### src/rtl/elevator_step_ctrl.sv
// Elevator car stepper: one-hot floor register, latched one-hot target, one floor per STEP_TICKS ticks.
// Optional door dwell on arrival when ELEV_DOOR_EN is defined.
module elevator_step_ctrl #(
    parameter int FLOORS     = 4,
    parameter int STEP_TICKS = 4,
    parameter int DOOR_TICKS = 3
) (
    input  logic              clk,
    input  logic              rst,
    input  logic              tick,
    input  logic              go,
    input  logic [FLOORS-1:0] des,
    output logic [FLOORS-1:0] floor,
    output logic              motor_on,
    output logic              motor_dir,
    output logic              door_open,
    output logic              arrived,
    output logic              req_err,
    output logic              busy
);

`ifdef ELEV_DOOR_EN
    localparam int CMAX = (STEP_TICKS > DOOR_TICKS) ? STEP_TICKS : DOOR_TICKS;
`else
    localparam int CMAX = STEP_TICKS;
`endif
    localparam int CW = $clog2(CMAX + 1);
    localparam logic [CW-1:0] STEP_LAST = CW'(STEP_TICKS - 1);
`ifdef ELEV_DOOR_EN
    localparam logic [CW-1:0] DOOR_LAST = CW'(DOOR_TICKS - 1);
`endif

    typedef enum logic [1:0] {IDLE, MOVE, DOOR} state_t;

    state_t            state, state_n;
    logic [FLOORS-1:0] tgt, tgt_n, floor_n, step;
    logic [CW-1:0]     cnt, cnt_n;
    logic              motor_on_n, motor_dir_n, door_open_n, arrived_n, req_err_n;
    logic              des_ok;

    // exactly one bit set: nonzero and clearing the lowest set bit leaves nothing
    assign des_ok = (des != '0) && ((des & (des - FLOORS'(1))) == '0);
    assign step   = motor_dir ? (floor << 1) : (floor >> 1);
    assign busy   = (state != IDLE);

    always_ff @(posedge clk) begin
        if (rst) begin
            state     <= IDLE;
            floor     <= FLOORS'(1);
            tgt       <= '0;
            cnt       <= '0;
            motor_on  <= 1'b0;
            motor_dir <= 1'b0;
            door_open <= 1'b0;
            arrived   <= 1'b0;
            req_err   <= 1'b0;
        end else begin
            state     <= state_n;
            floor     <= floor_n;
            tgt       <= tgt_n;
            cnt       <= cnt_n;
            motor_on  <= motor_on_n;
            motor_dir <= motor_dir_n;
            door_open <= door_open_n;
            arrived   <= arrived_n;
            req_err   <= req_err_n;
        end
    end

    always_comb begin
        state_n     = state;
        floor_n     = floor;
        tgt_n       = tgt;
        cnt_n       = cnt;
        motor_on_n  = motor_on;
        motor_dir_n = motor_dir;
        door_open_n = door_open;
        arrived_n   = 1'b0;
        req_err_n   = 1'b0;
        case (state)
            IDLE: begin
                if (go) begin
                    if (!des_ok) begin
                        req_err_n = 1'b1;
                    end else if (des == floor) begin
                        arrived_n = 1'b1;
`ifdef ELEV_DOOR_EN
                        state_n     = DOOR;
                        door_open_n = 1'b1;
                        cnt_n       = '0;
`endif
                    end else begin
                        tgt_n       = des;
                        motor_dir_n = (des > floor);
                        motor_on_n  = 1'b1;
                        cnt_n       = '0;
                        state_n     = MOVE;
                    end
                end
            end
            MOVE: begin
                if (!go) begin
                    motor_on_n = 1'b0;
                end else begin
                    motor_on_n = 1'b1;
                    if (tick) begin
                        if (cnt == STEP_LAST) begin
                            floor_n = step;
                            cnt_n   = '0;
                            if (step == tgt) begin
                                motor_on_n = 1'b0;
                                arrived_n  = 1'b1;
`ifdef ELEV_DOOR_EN
                                state_n     = DOOR;
                                door_open_n = 1'b1;
`else
                                state_n     = IDLE;
`endif
                            end
                        end else begin
                            cnt_n = cnt + CW'(1);
                        end
                    end
                end
            end
            DOOR: begin
`ifdef ELEV_DOOR_EN
                // dwell runs to completion regardless of go
                if (tick) begin
                    if (cnt == DOOR_LAST) begin
                        door_open_n = 1'b0;
                        cnt_n       = '0;
                        state_n     = IDLE;
                    end else begin
                        cnt_n = cnt + CW'(1);
                    end
                end
`else
                state_n = IDLE;
`endif
            end
            default: state_n = IDLE;
        endcase
    end

endmodule

### config.mk
export PLATFORM = sky130hd
export DESIGN_NAME = elevator_step_ctrl
export DESIGN_NICKNAME = d
export VERILOG_FILES = /design/src/rtl/elevator_step_ctrl.sv
export SDC_FILE = /design/constraint.sdc
export NUM_CORES = 1
export LEC_CHECK = 0
export ABC_AREA = 0
export CAP_MARGIN = 40
export CORE_ASPECT_RATIO = 0.8
export CORE_MARGIN = 4
export CORE_UTILIZATION = 45
export CTS_CLUSTER_SIZE = 20
export DETAILED_ROUTE_END_ITERATION = 7
export PLACE_DENSITY = 0.71
export SLEW_MARGIN = 0
export SYNTH_ARGS = -nofsm -noshare
export SYNTH_HDL_FRONTEND = slang
export SYNTH_SLANG_ARGS = --single-unit
### constraint.sdc
create_clock -name clk -period 3.1 [get_ports clk]
set_input_delay 0.62 -clock clk [delete_from_list [all_inputs] [get_ports clk]]
set_output_delay 0.62 -clock clk [all_outputs]
set_load 0.1 [all_outputs]
==> flow_summary_export.csv, run 1 <==
group,metric,value,unit
run_status,status,"completed",
logic_synthesis,synth_nets,116,
grt,grt_start_max_net_pins,15,
clocking,cts_buffers,3,
grt,grt_pass1_wl,3160,microns
clocking,cts_tree,"done",
detailed_routing,vias,800,
clocking,clockBufferDepth,2,
floorplanning,dieArea,0.00288,sq mm
clocking,hold_buffers,0,
clocking,cts_sinks,16,
min_path,hp-start,"cnt[2]$_SDFFE_PP0P_",
flow_run,drv_cap,0,
detailed_routing,wl_per_cell,13.8,microns
clocking,insertion_delay,0.29,ns
critical_path,worst_setup_path_start_kind,"input pin",
grt,grt_overflow_total,0,
floorplanning,start_util,48.6,%
critical_path,crit_chain,"clkdlybuf4s50_1, inv_1, ha_1, and4_1, o31ai_1, a21oi_1, mux2_2",
finish,area_delta_synth_final,18.4,%
clocking,cts_resized,0,
clocking,cts_setup_buffers,0,
min_path,min_path_cells,2,
critical_path,r2r-end,"cnt[0]$_SDFFE_PP0P_",
floorplanning,rows,14,
detailed_routing,ant_nets,0,
critical_path,crit_fanout,5,
finish,register_area,320,sq um
logic_synthesis,ys_ff_latch,16,
logic_synthesis,synth_top_flop_cell,"dfxtp_1",
timing,fin_ws,0.842,ns
finish,n_fill_cell,191,
grt,grt_util_all_layers,14.4,%
floorplanning,die_x,59.0,microns
logic_synthesis,postSynthCellCount,103,
floorplanning,io_pins,18,
timing,slew_violations,0,
timing,period_minus_slack,2.26,ns
grt,grt_antenna_before_repair,0,
min_path,min_to,"cnt[2]$_SDFFE_PP0P_",
detailed_routing,route.met3.wl,123,microns
detailed_routing,viasPerCell,5.59,
logic_synthesis,synthArstFlopShare,0,%
finish,fin_util,57.6,%
critical_path,cp.arrival,2.45,ns
placed_design,pre_cts_slack,0.544,ns
critical_path,slowest_stage,"clkdlybuf4s50_1",
detailed_routing,top_layer_used,"met4",
critical_path,startpoint,"des[0]",
finish,n_antenna_cell,0,
timing,skew,0.00754,ns
logic_synthesis,synth_enable_flop_cells,0,
logic_synthesis,ys_seq_area_share,34.2,%
min_path,hold_path_class,"reg2reg",
critical_path,worstPathRequired,3.30,ns
critical_path,path_class,"in2reg",
power_and_ir_drop,p_leak,0.439,nW
placed_design,portBuffers,16,
power_and_ir_drop,ir_drop,304,uV
finish,multi_input_area,571,sq um
detailed_routing,wl_met2,833,microns
detailed_routing,dr.first_iter.drc_count,22,
logic_synthesis,ys_warn_count,0,
timing,rsz0062_at_grt,"false",
critical_path,crit_family,"buffers and inverters",
critical_path,timing.rr.start,"floor[2]$_SDFFE_PP0P_",
critical_path,reg2reg_depth,6,
critical_path,reg2reg_slack,1.28,ns
clocking,cts.clk_slew.worst_paths,0.10,ns
critical_path,end_kind,"flop",
finish,drive_gt1_share,16.0,%
timing,worst_slew_pin_slew,0.527,ns
clocking,ctsHtreeMaxLevel,1,
detailed_routing,wl_met1,1000,microns
critical_path,critPathMaxStageDelay,0.59,ns
timing,setup_tns,0,ns
timing,finalHoldViolCount,0,
detailed_routing,routed_wl,1970,microns
floorplanning,die_y,48.8,microns
timing,max_freq,443,MHz
clocking,root_buffer,"clkbuf_4",
finish,layout.nets,133,
power_and_ir_drop,power_density,412,mW/mm^2
timing,fin_crit_sh,72.8,%
timing,slew_headroom,64.8,%
placed_design,hpwlAfterDp,1480,microns
timing,setup_violations,0,
placed_design,gp_congestion,0.798,
detailed_routing,dr.pass1.iters,4,
logic_synthesis,ys_types,38,
floorplanning,core-area,0.00193,sq mm
logic_synthesis,syn_avg_cell_area,9.10,sq um
critical_path,critical_path_buf_inv_count,2,
detailed_routing,route.detailed.drc,0,
logic_synthesis,syn_area,937,sq um
grt,grt_pass1_vias,675,
worst max path at each step:
stage	to	slack (ns)	cells past startpoint
after floorplan	cnt[0]$_SDFFE_PP0P_	0.74	6
after global placement	cnt[0]$_SDFFE_PP0P_	0.61	7
after detailed placement	tgt[0]$_SDFFE_PP0P_	0.54	8
after CTS	cnt[0]$_SDFFE_PP0P_	0.86	7
after global routing	cnt[0]$_SDFFE_PP0P_	0.73	7
final	cnt[0]$_SDFFE_PP0P_	0.84	7
cell families (layout without fill, tap and decap cells):
kind of cell | after synthesis | in the layout | synth area share [%]
simple gates | 40 | 40 | 25.8
compound gates | 25 | 25 | 19.5
flops | 16 | 16 | 34.2
buf+inv | 8 | 24 | 4.94
mux | 7 | 7 | 7.61
fa+ha+maj | 5 | 5 | 6.68
other cells | 1 | 1 | 0.400
xor+xnor | 1 | 1 | 0.935
routing by layer:
layer,vias to the layer above,GRT usage [%]
met5,-,0
met4,0,3.40
met3,2,5.56
met2,19,18.9
met1,365,21.6
li1,414,-
tightest hold or removal path, stage by stage, from the launching register on:
cell and delay (ns):
dfxtp_1 0.33, nand2b_1 0.06, a21oi_1 0.04
sequential cells by signal, indices dropped and copies added (netlist names):
register,count
state,1
cnt,3
req_err,1
tgt,4
motor_dir,1
motor_on,1
floor,4
arrived,1
synthesized netlist by cell type, drive strengths merged (2+ instances only):
master | n | area, sq um
dfxtp | 16 | 320
nor2 | 12 | 45.0
a21oi | 6 | 30.0
mux2i | 6 | 60.1
a211oi | 5 | 42.5
ha | 5 | 62.6
nor3 | 5 | 36.3
inv | 4 | 15.0
nand2 | 4 | 15.0
nand2b | 4 | 25.0
buf | 3 | 27.5
nand3 | 3 | 15.0
nor2b | 3 | 18.8
o21ai | 3 | 15.0
o31ai | 3 | 22.5
nand4 | 2 | 12.5
nor4b | 2 | 30.0
o2bb2ai | 2 | 17.5
layout make-up:
type	count	area share [%]
timing repair buffer	16	12.4
sequential	16	28.9
tap	24	2.71
clock buffer	4	3.27
inverter	4	1.35
multi-input combinational	79	51.4
layout by cell type, fill, tap and decap left out:
master and count:
dfxtp_1 16, nor2_1 12, buf_4 9, clkdlybuf4s50_1 7
a21oi_1 6, mux2i_1 6, ha_1 5, inv_1 4
nand2b_1 4, nand2_1 4, nor3_1 4, a211oi_1 4
nand3_1 3, o31ai_1 3, nor2b_1 3, clkbuf_4 3
nor4b_2 2, o21ai_0 2, o2bb2ai_1 2, nand4_1 2
xor2_1 1, a211oi_2 1, and4_1 1, and2b_1 1
nand3b_1 1, o221a_1 1, o32ai_1 1, nor4_2 1
o21ba_1 1, nor3_4 1, a22o_1 1, mux2_2 1
o21ai_1 1, o21bai_1 1, a211o_1 1, nor3b_1 1
conb_1 1, clkbuf_8 1
power by group:
group / switching (W) / leakage, nW / internal, W / total [W]
Sequential: 0.00000875 / 0.130 / 0.000212 / 0.000220
Combinational: 0.0000633 / 0.288 / 0.0000323 / 0.0000956
Clock: 0.0000698 / 0.0210 / 0.0000716 / 0.000141
metrics by stage:
| step | cells | instance area (sq um) | hold slack [ns] | power (W) |
|---|---|---|---|---|
| after floorplan | 103 | 937 | 0.426 | 0.000296 |
| after global placement | 139 | 1070 | 0.448 | 0.000320 |
| after detailed placement | 139 | 1070 | 0.447 | 0.000321 |
| after CTS | 143 | 1110 | 0.460 | 0.000464 |
| after global routing | 143 | 1110 | 0.488 | 0.000484 |
| final | 143 | 1110 | 0.462 | 0.000457 |
No activity file was read; power rests on OpenSTA's default activity.
==> run 2, diff against run 1 <==
--- a/config.mk
+++ b/config.mk
@@ -12,7 +12,7 @@
 export CORE_UTILIZATION = 45
 export CTS_CLUSTER_SIZE = 20
 export DETAILED_ROUTE_END_ITERATION = 7
-export PLACE_DENSITY = 0.71
+export PLACE_DENSITY = 0.74
 export SLEW_MARGIN = 0
 export SYNTH_ARGS = -nofsm -noshare
 export SYNTH_HDL_FRONTEND = slang
==> constraint.sdc (replaced) <==
create_clock -name clk -period 1.9 [get_ports clk]
set_input_delay 0.38 -clock clk [delete_from_list [all_inputs] [get_ports clk]]
set_output_delay 0.38 -clock clk [all_outputs]
set_load 0.1 [all_outputs]
==> run 2 against run 1 <==
  * Clock power rose by 64%
  * Via count rose by 6.6%
  * Die area did not move
  * Register-to-register slack got worse by 1.1 ns
  * Combinational power rose by 110%
  * First-iteration DRC count fell by 27%
  * Non-clock buffer count rose by 10
  * Total power rose by 72%
  * Worst hold slack got worse by 0.025 ns
  * Clock skew fell by 0.0059 ns
  * Setup slack got worse by 0.69 ns
  * Sequential share of layout area fell by 3.5 points
  * Largest cell class unchanged
==> flow_summary_export.csv, run 2 (synthesis results as in run 1) <==
group,metric,value,unit
run_status,status,"completed",
grt,grt_pass1_vias,811,
finish,n_antenna_cell,0,
placed_design,pre_cts_slack,-0.392,ns
floorplanning,rows,14,
min_path,hold_path_class,"in2reg",
timing,finalHoldViolCount,0,
grt,grt_util_all_layers,16.9,%
finish,largest_registers,"floor (4), tgt (4), cnt (3)",
finish,layout.nets,143,
min_path,hp-start,"des[0]",
timing,period_minus_slack,1.75,ns
timing,setup_violations,0,
critical_path,end_kind,"flop",
placed_design,gp_congestion,0.846,
clocking,cts.clk_slew.worst_paths,0.10,ns
critical_path,reg2reg_depth,8,
power_and_ir_drop,p_leak,0.543,nW
timing,slew_violations,0,
clocking,clockBufferDepth,2,
clocking,ctsHtreeMaxLevel,1,
placed_design,hpwlAfterDp,1750,microns
critical_path,crit_family,"buffers and inverters",
grt,met2_usage,25.0,%
finish,final_area,0.00132,sq mm
clocking,cts_tree,"done",
grt,busiest_layer,"met2",
detailed_routing,dr.first_iter.drc_count,16,
timing,fin_crit_sh,92.1,%
detailed_routing,viasPerCell,5.58,
min_path,min_path_cells,3,
grt,gr-usage-met3,5.56,%
critical_path,cp.depth,8,
grt,grt_antenna_before_repair,0,
critical_path,r2r-end,"tgt[2]$_SDFFE_PP0P_",
timing,skew,0.00161,ns
clocking,insertion_delay,0.29,ns
timing,max_freq,572,MHz
critical_path,path_class,"in2reg",
placed_design,portBuffers,16,
finish,drive_gt1_share,28.7,%
floorplanning,dieArea,0.00288,sq mm
power_and_ir_drop,power_density,597,mW/mm^2
critical_path,crit_chain,"dlygate4sd2_1, ha_1, nand4_1, nand2_1, nor3_4, buf_12, mux2i_1, nor2_1",
critical_path,cp.arrival,1.94,ns
finish,n_fill_cell,163,
detailed_routing,dr.pass1.iters,4,
clocking,cts_buffers,3,
grt,grt_start_max_net_pins,13,
critical_path,critical_path_buf_inv_count,2,
critical_path,worst_setup_path_start_kind,"input pin",
placed_design,placed_area,0.00120,sq mm
grt,grt_overflow_total,0,
clocking,hold_buffers,0,
detailed_routing,route.detailed.drc,0,
finish,layout.cells.non_filler,153,
clocking,root_buffer,"clkbuf_4",
flow_run,drv_cap,0,
detailed_routing,vias,853,
finish,final_cell_mix,"nor2_1, buf_4, dfxtp_1, mux2i_1, buf_12",
critical_path,crit_fanout,6,
grt,globalRouteMet1Util,24.2,%
critical_path,timing.rr.start,"floor[2]$_SDFFE_PP0P_",
floorplanning,core-area,0.00193,sq mm
critical_path,reg2reg_slack,0.16,ns
clocking,cts_sinks,16,
floorplanning,die_x,59.0,microns
floorplanning,io_pins,18,
min_path,min_to,"tgt[0]$_SDFFE_PP0P_",
detailed_routing,routed_wl,2270,microns
power_and_ir_drop,ir_drop,475,uV
finish,area_delta_synth_final,40.6,%
grt,grt_pass1_wl,3780,microns
critical_path,critPathMaxStageDelay,0.41,ns
timing,fin_ws,0.151,ns
floorplanning,start_util,48.6,%
finish,fin_util,68.4,%
detailed_routing,ant_nets,0,
detailed_routing,wl_per_cell,14.9,microns
timing,rsz0062_at_grt,"false",
critical_path,worstPathRequired,2.09,ns
critical_path,slowest_stage,"dlygate4sd2_1",
floorplanning,die_y,48.8,microns
placed_design,dp_cells,146,
==> run 2: repair_timing <==
action / 4_1_cts / 5_1_grt
endpoints found under the setup margin: 8 / 8
setup buffers: 1 / 2
gates resized for setup: 6 / 5
cloned: 0 / 0
pin swaps: 1 / 4
==> run 2: through the flow <==
stage	total power [W]	setup TNS [ns]	hold WS (ns)
2_1_floorplan	0.000480	0	0.426
3_3_place_gp	0.000535	-2.37	0.448
3_5_place_dp	0.000541	-3.56	0.446
4_1_cts	0.000780	0	0.465
5_1_grt	0.000823	0	0.456
6_report	0.000786	0	0.437
==> run 2: area by class of cell <==
cell class	instances	area, sq um	area share (%)
timing repair buffer	26	290	22.0
multi-input combinational	79	612	46.4
clock buffer	4	36.3	2.75
tap	24	30.0	2.28
inverter	4	15.0	1.14
sequential	16	334	25.4
==> run 2: worst max-delay path by stage <==
stage                                     start                    end  slack [ns]
after floorplan           state[0]$_SDFFE_PP0P_  floor[0]$_SDFFE_PP1P_       0.003
after global placement                   des[0]    cnt[0]$_SDFFE_PP0P_       -0.29
after detailed placement                 des[0]    cnt[0]$_SDFFE_PP0P_       -0.39
after CTS                                des[0]    cnt[0]$_SDFFE_PP0P_      0.0007
after global routing                     des[1]    tgt[2]$_SDFFE_PP0P_         0.1
final                                    des[1]    tgt[2]$_SDFFE_PP0P_        0.15
==> run 2: power breakdown <==
group          internal [W]  switching (W)
logic             0.0000799       0.000120
registers          0.000341      0.0000138
clock network      0.000117       0.000114
total              0.000538       0.000248
==> run 2: routing by layer <==
layer | part of all wire, % | vias to the layer above | wire, microns
li1 | - | 427 | -
met5 | 0 | - | 0
met2 | 47 | 25 | 1060
met4 | 0.48 | 0 | 11
met1 | 47 | 399 | 1060
met3 | 5.9 | 2 | 134
==> run 2: worst reg2reg max path, delay by kind of cell, from the launching register on <==
| family | cells | cell delay, ns |
|---|---|---|
| multiplexers | 1 | 0.20 |
| buffers and inverters | 2 | 0.22 |
| adder cells (fa/ha/maj) | 1 | 0.31 |
| flip-flops | 1 | 0.40 |
| AND/OR/NAND/NOR | 4 | 0.51 |
==> run 3, diff against run 2 <==
==> constraint.sdc (replaced) <==
create_clock -name clk -period 1.9 [get_ports clk]
set_input_delay 0.19 -clock clk [delete_from_list [all_inputs] [get_ports clk]]
set_output_delay 0.19 -clock clk [all_outputs]
set_load 0.1 [all_outputs]
==> run 3 against run 2 <==
  * Non-clock buffer count shrank 3
  * Clock-buffer cell count is the same
  * Highest routed layer unchanged
  * Sequential share of layout area grew 2.7 points
  * Flip-flop and latch count stayed put
  * Routed wire length decreased by 8.9%
  * Combinational power shrank 14%
==> flow_summary_export.csv, run 3 (synthesis results as in run 1) <==
group,metric,value,unit
run_status,status,"completed",
finish,mostFrequentLayoutCell,"buf_4",
finish,fin_util,61.7,%
detailed_routing,wl_per_cell,13.8,microns
timing,period_minus_slack,1.70,ns
min_path,hold_path_class,"reg2reg",
critical_path,worstPathRequired,2.14,ns
finish,n_antenna_cell,0,
clocking,clockBufferDepth,2,
critical_path,reg2reg_slack,0.23,ns
clocking,cts.clk_slew.worst_paths,0.09,ns
finish,final_cell_mix,"buf_4, nor2_1, dfxtp_1, clkdlybuf4s50_1",
critical_path,crit_fanout,6,
detailed_routing,dr.pass1.iters,4,
grt,grt_overflow_total,0,
clocking,cts_setup_buffers,0,
power_and_ir_drop,clkPwrFrac,30.5,%
finish,n_fill_cell,186,
power_and_ir_drop,internal-power,0.000523,W
floorplanning,io_pins,18,
critical_path,end_kind,"flop",
clocking,cts_buffers,3,
floorplanning,die_x,59.0,microns
detailed_routing,routed_wl,2070,microns
detailed_routing,dr.first_iter.drc_count,28,
clocking,root_buffer,"clkbuf_4",
flow_run,drv_cap,0,
power_and_ir_drop,power_density,637,mW/mm^2
clocking,insertion_delay,0.30,ns
detailed_routing,ant_nets,0,
grt,grt_util_all_layers,16.2,%
power_and_ir_drop,p_seq_share,46.8,%
grt,grt_start_max_net_pins,13,
power_and_ir_drop,p_sw,0.000234,W
floorplanning,core-area,0.00193,sq mm
timing,rsz0062_at_grt,"false",
power_and_ir_drop,swShare,30.9,%
power_and_ir_drop,p_leak,0.478,nW
placed_design,hpwlAfterDp,1660,microns
timing,skew,0.00895,ns
finish,layout.nets,140,
critical_path,cp.arrival,1.94,ns
detailed_routing,vias,840,
floorplanning,dieArea,0.00288,sq mm
clocking,cts_resized,0,
floorplanning,start_util,48.6,%
placed_design,gp_congestion,0.840,
floorplanning,rows,14,
timing,finalHoldViolCount,0,
grt,grt_pass1_vias,758,
detailed_routing,route.detailed.drc,0,
timing,setup_violations,0,
critical_path,reg2reg_depth,5,
placed_design,portBuffers,16,
timing,whs,0.458,ns
clocking,cts_sinks,16,
power_and_ir_drop,ir_drop,428,uV
min_path,min_path_cells,2,
timing,worst_slew_pin_slew,0.528,ns
clocking,hold_buffers,0,
clocking,ctsHtreeMaxLevel,1,
clocking,cts_tree,"done",
timing,max_freq,588,MHz
power_and_ir_drop,p_comb_share,22.7,%
timing,slew_headroom,64.7,%
floorplanning,die_y,48.8,microns
grt,grt_pass1_wl,3500,microns
timing,fin_crit_sh,89.5,%
grt,grt_antenna_before_repair,0,
timing,setup_tns,0,ns
critical_path,worst_setup_path_start_kind,"input pin",
detailed_routing,viasPerCell,5.60,
timing,slew_violations,0,
critical_path,path_class,"in2reg",
finish,largest_registers,"floor (4), tgt (4), cnt (3)",
placed_design,dp_cells,146,
finish,layout.cells.non_filler,150,
finish,area_delta_synth_final,26.8,%
finish,drive_gt1_share,24.6,%
==> run 3: final timing paths <==
kind / endpoint / startpoint
worst min register to register: cnt[2]$_SDFFE_PP0P_ / cnt[2]$_SDFFE_PP0P_
worst min-delay path: cnt[2]$_SDFFE_PP0P_ / cnt[2]$_SDFFE_PP0P_
worst max register to register: state[0]$_SDFFE_PP0P_ / motor_dir$_SDFFE_PP0P_
worst max-delay path: cnt[0]$_SDFFE_PP0P_ / des[0]
==> run 3: worst max-delay path, stage by stage <==
cell             delay (ns)
clkdlybuf4s50_1        0.44
buf_4                  0.17
xor2_1                 0.16
a211oi_2               0.47
o31ai_1                0.14
a21oi_1                0.20
mux2_2                 0.18
==> run 3: power groups by stage <==
stage | logic [W] | registers (W) | clock network [W]
floorplan | 0.0000789 | 0.000401 | 0
global placement | 0.000170 | 0.000361 | 0
detailed placement | 0.000173 | 0.000361 | 0
CTS | 0.000173 | 0.000354 | 0.000238
global route | 0.000184 | 0.000356 | 0.000256
finish | 0.000172 | 0.000354 | 0.000231
==> run 3: cell type report <==
| cell class | instances | area, sq um | area share, % |
|---|---|---|---|
| tap | 24 | 30.0 | 2.53 |
| sequential | 16 | 334 | 28.1 |
| multi-input combinational | 79 | 571 | 48.0 |
| timing repair buffer | 23 | 203 | 17.1 |
| inverter | 4 | 15.0 | 1.26 |
| clock buffer | 4 | 36.3 | 3.05 |
==> run 3: stage by stage <==
stage / setup WS [ns] / area (sq um) / total power, W
after CTS: 0.205 / 1190 / 0.000764
after detailed placement: -0.119 / 1150 / 0.000534
after floorplan: 0.00327 / 951 / 0.000480
after global placement: -0.0713 / 1150 / 0.000531
after global routing: 0.0991 / 1190 / 0.000796
final: 0.200 / 1190 / 0.000757
==> run 3: routing by layer <==
| metal | GRT usage (%) | up-vias | part of all wire, % |
|---|---|---|---|
| met5 | 0 | - | 0 |
| met2 | 23.0 | 28 | 45 |
| li1 | - | 427 | - |
| met3 | 5.56 | 4 | 6.7 |
| met1 | 22.0 | 381 | 47 |
| met4 | 6.79 | 0 | 1.4 |
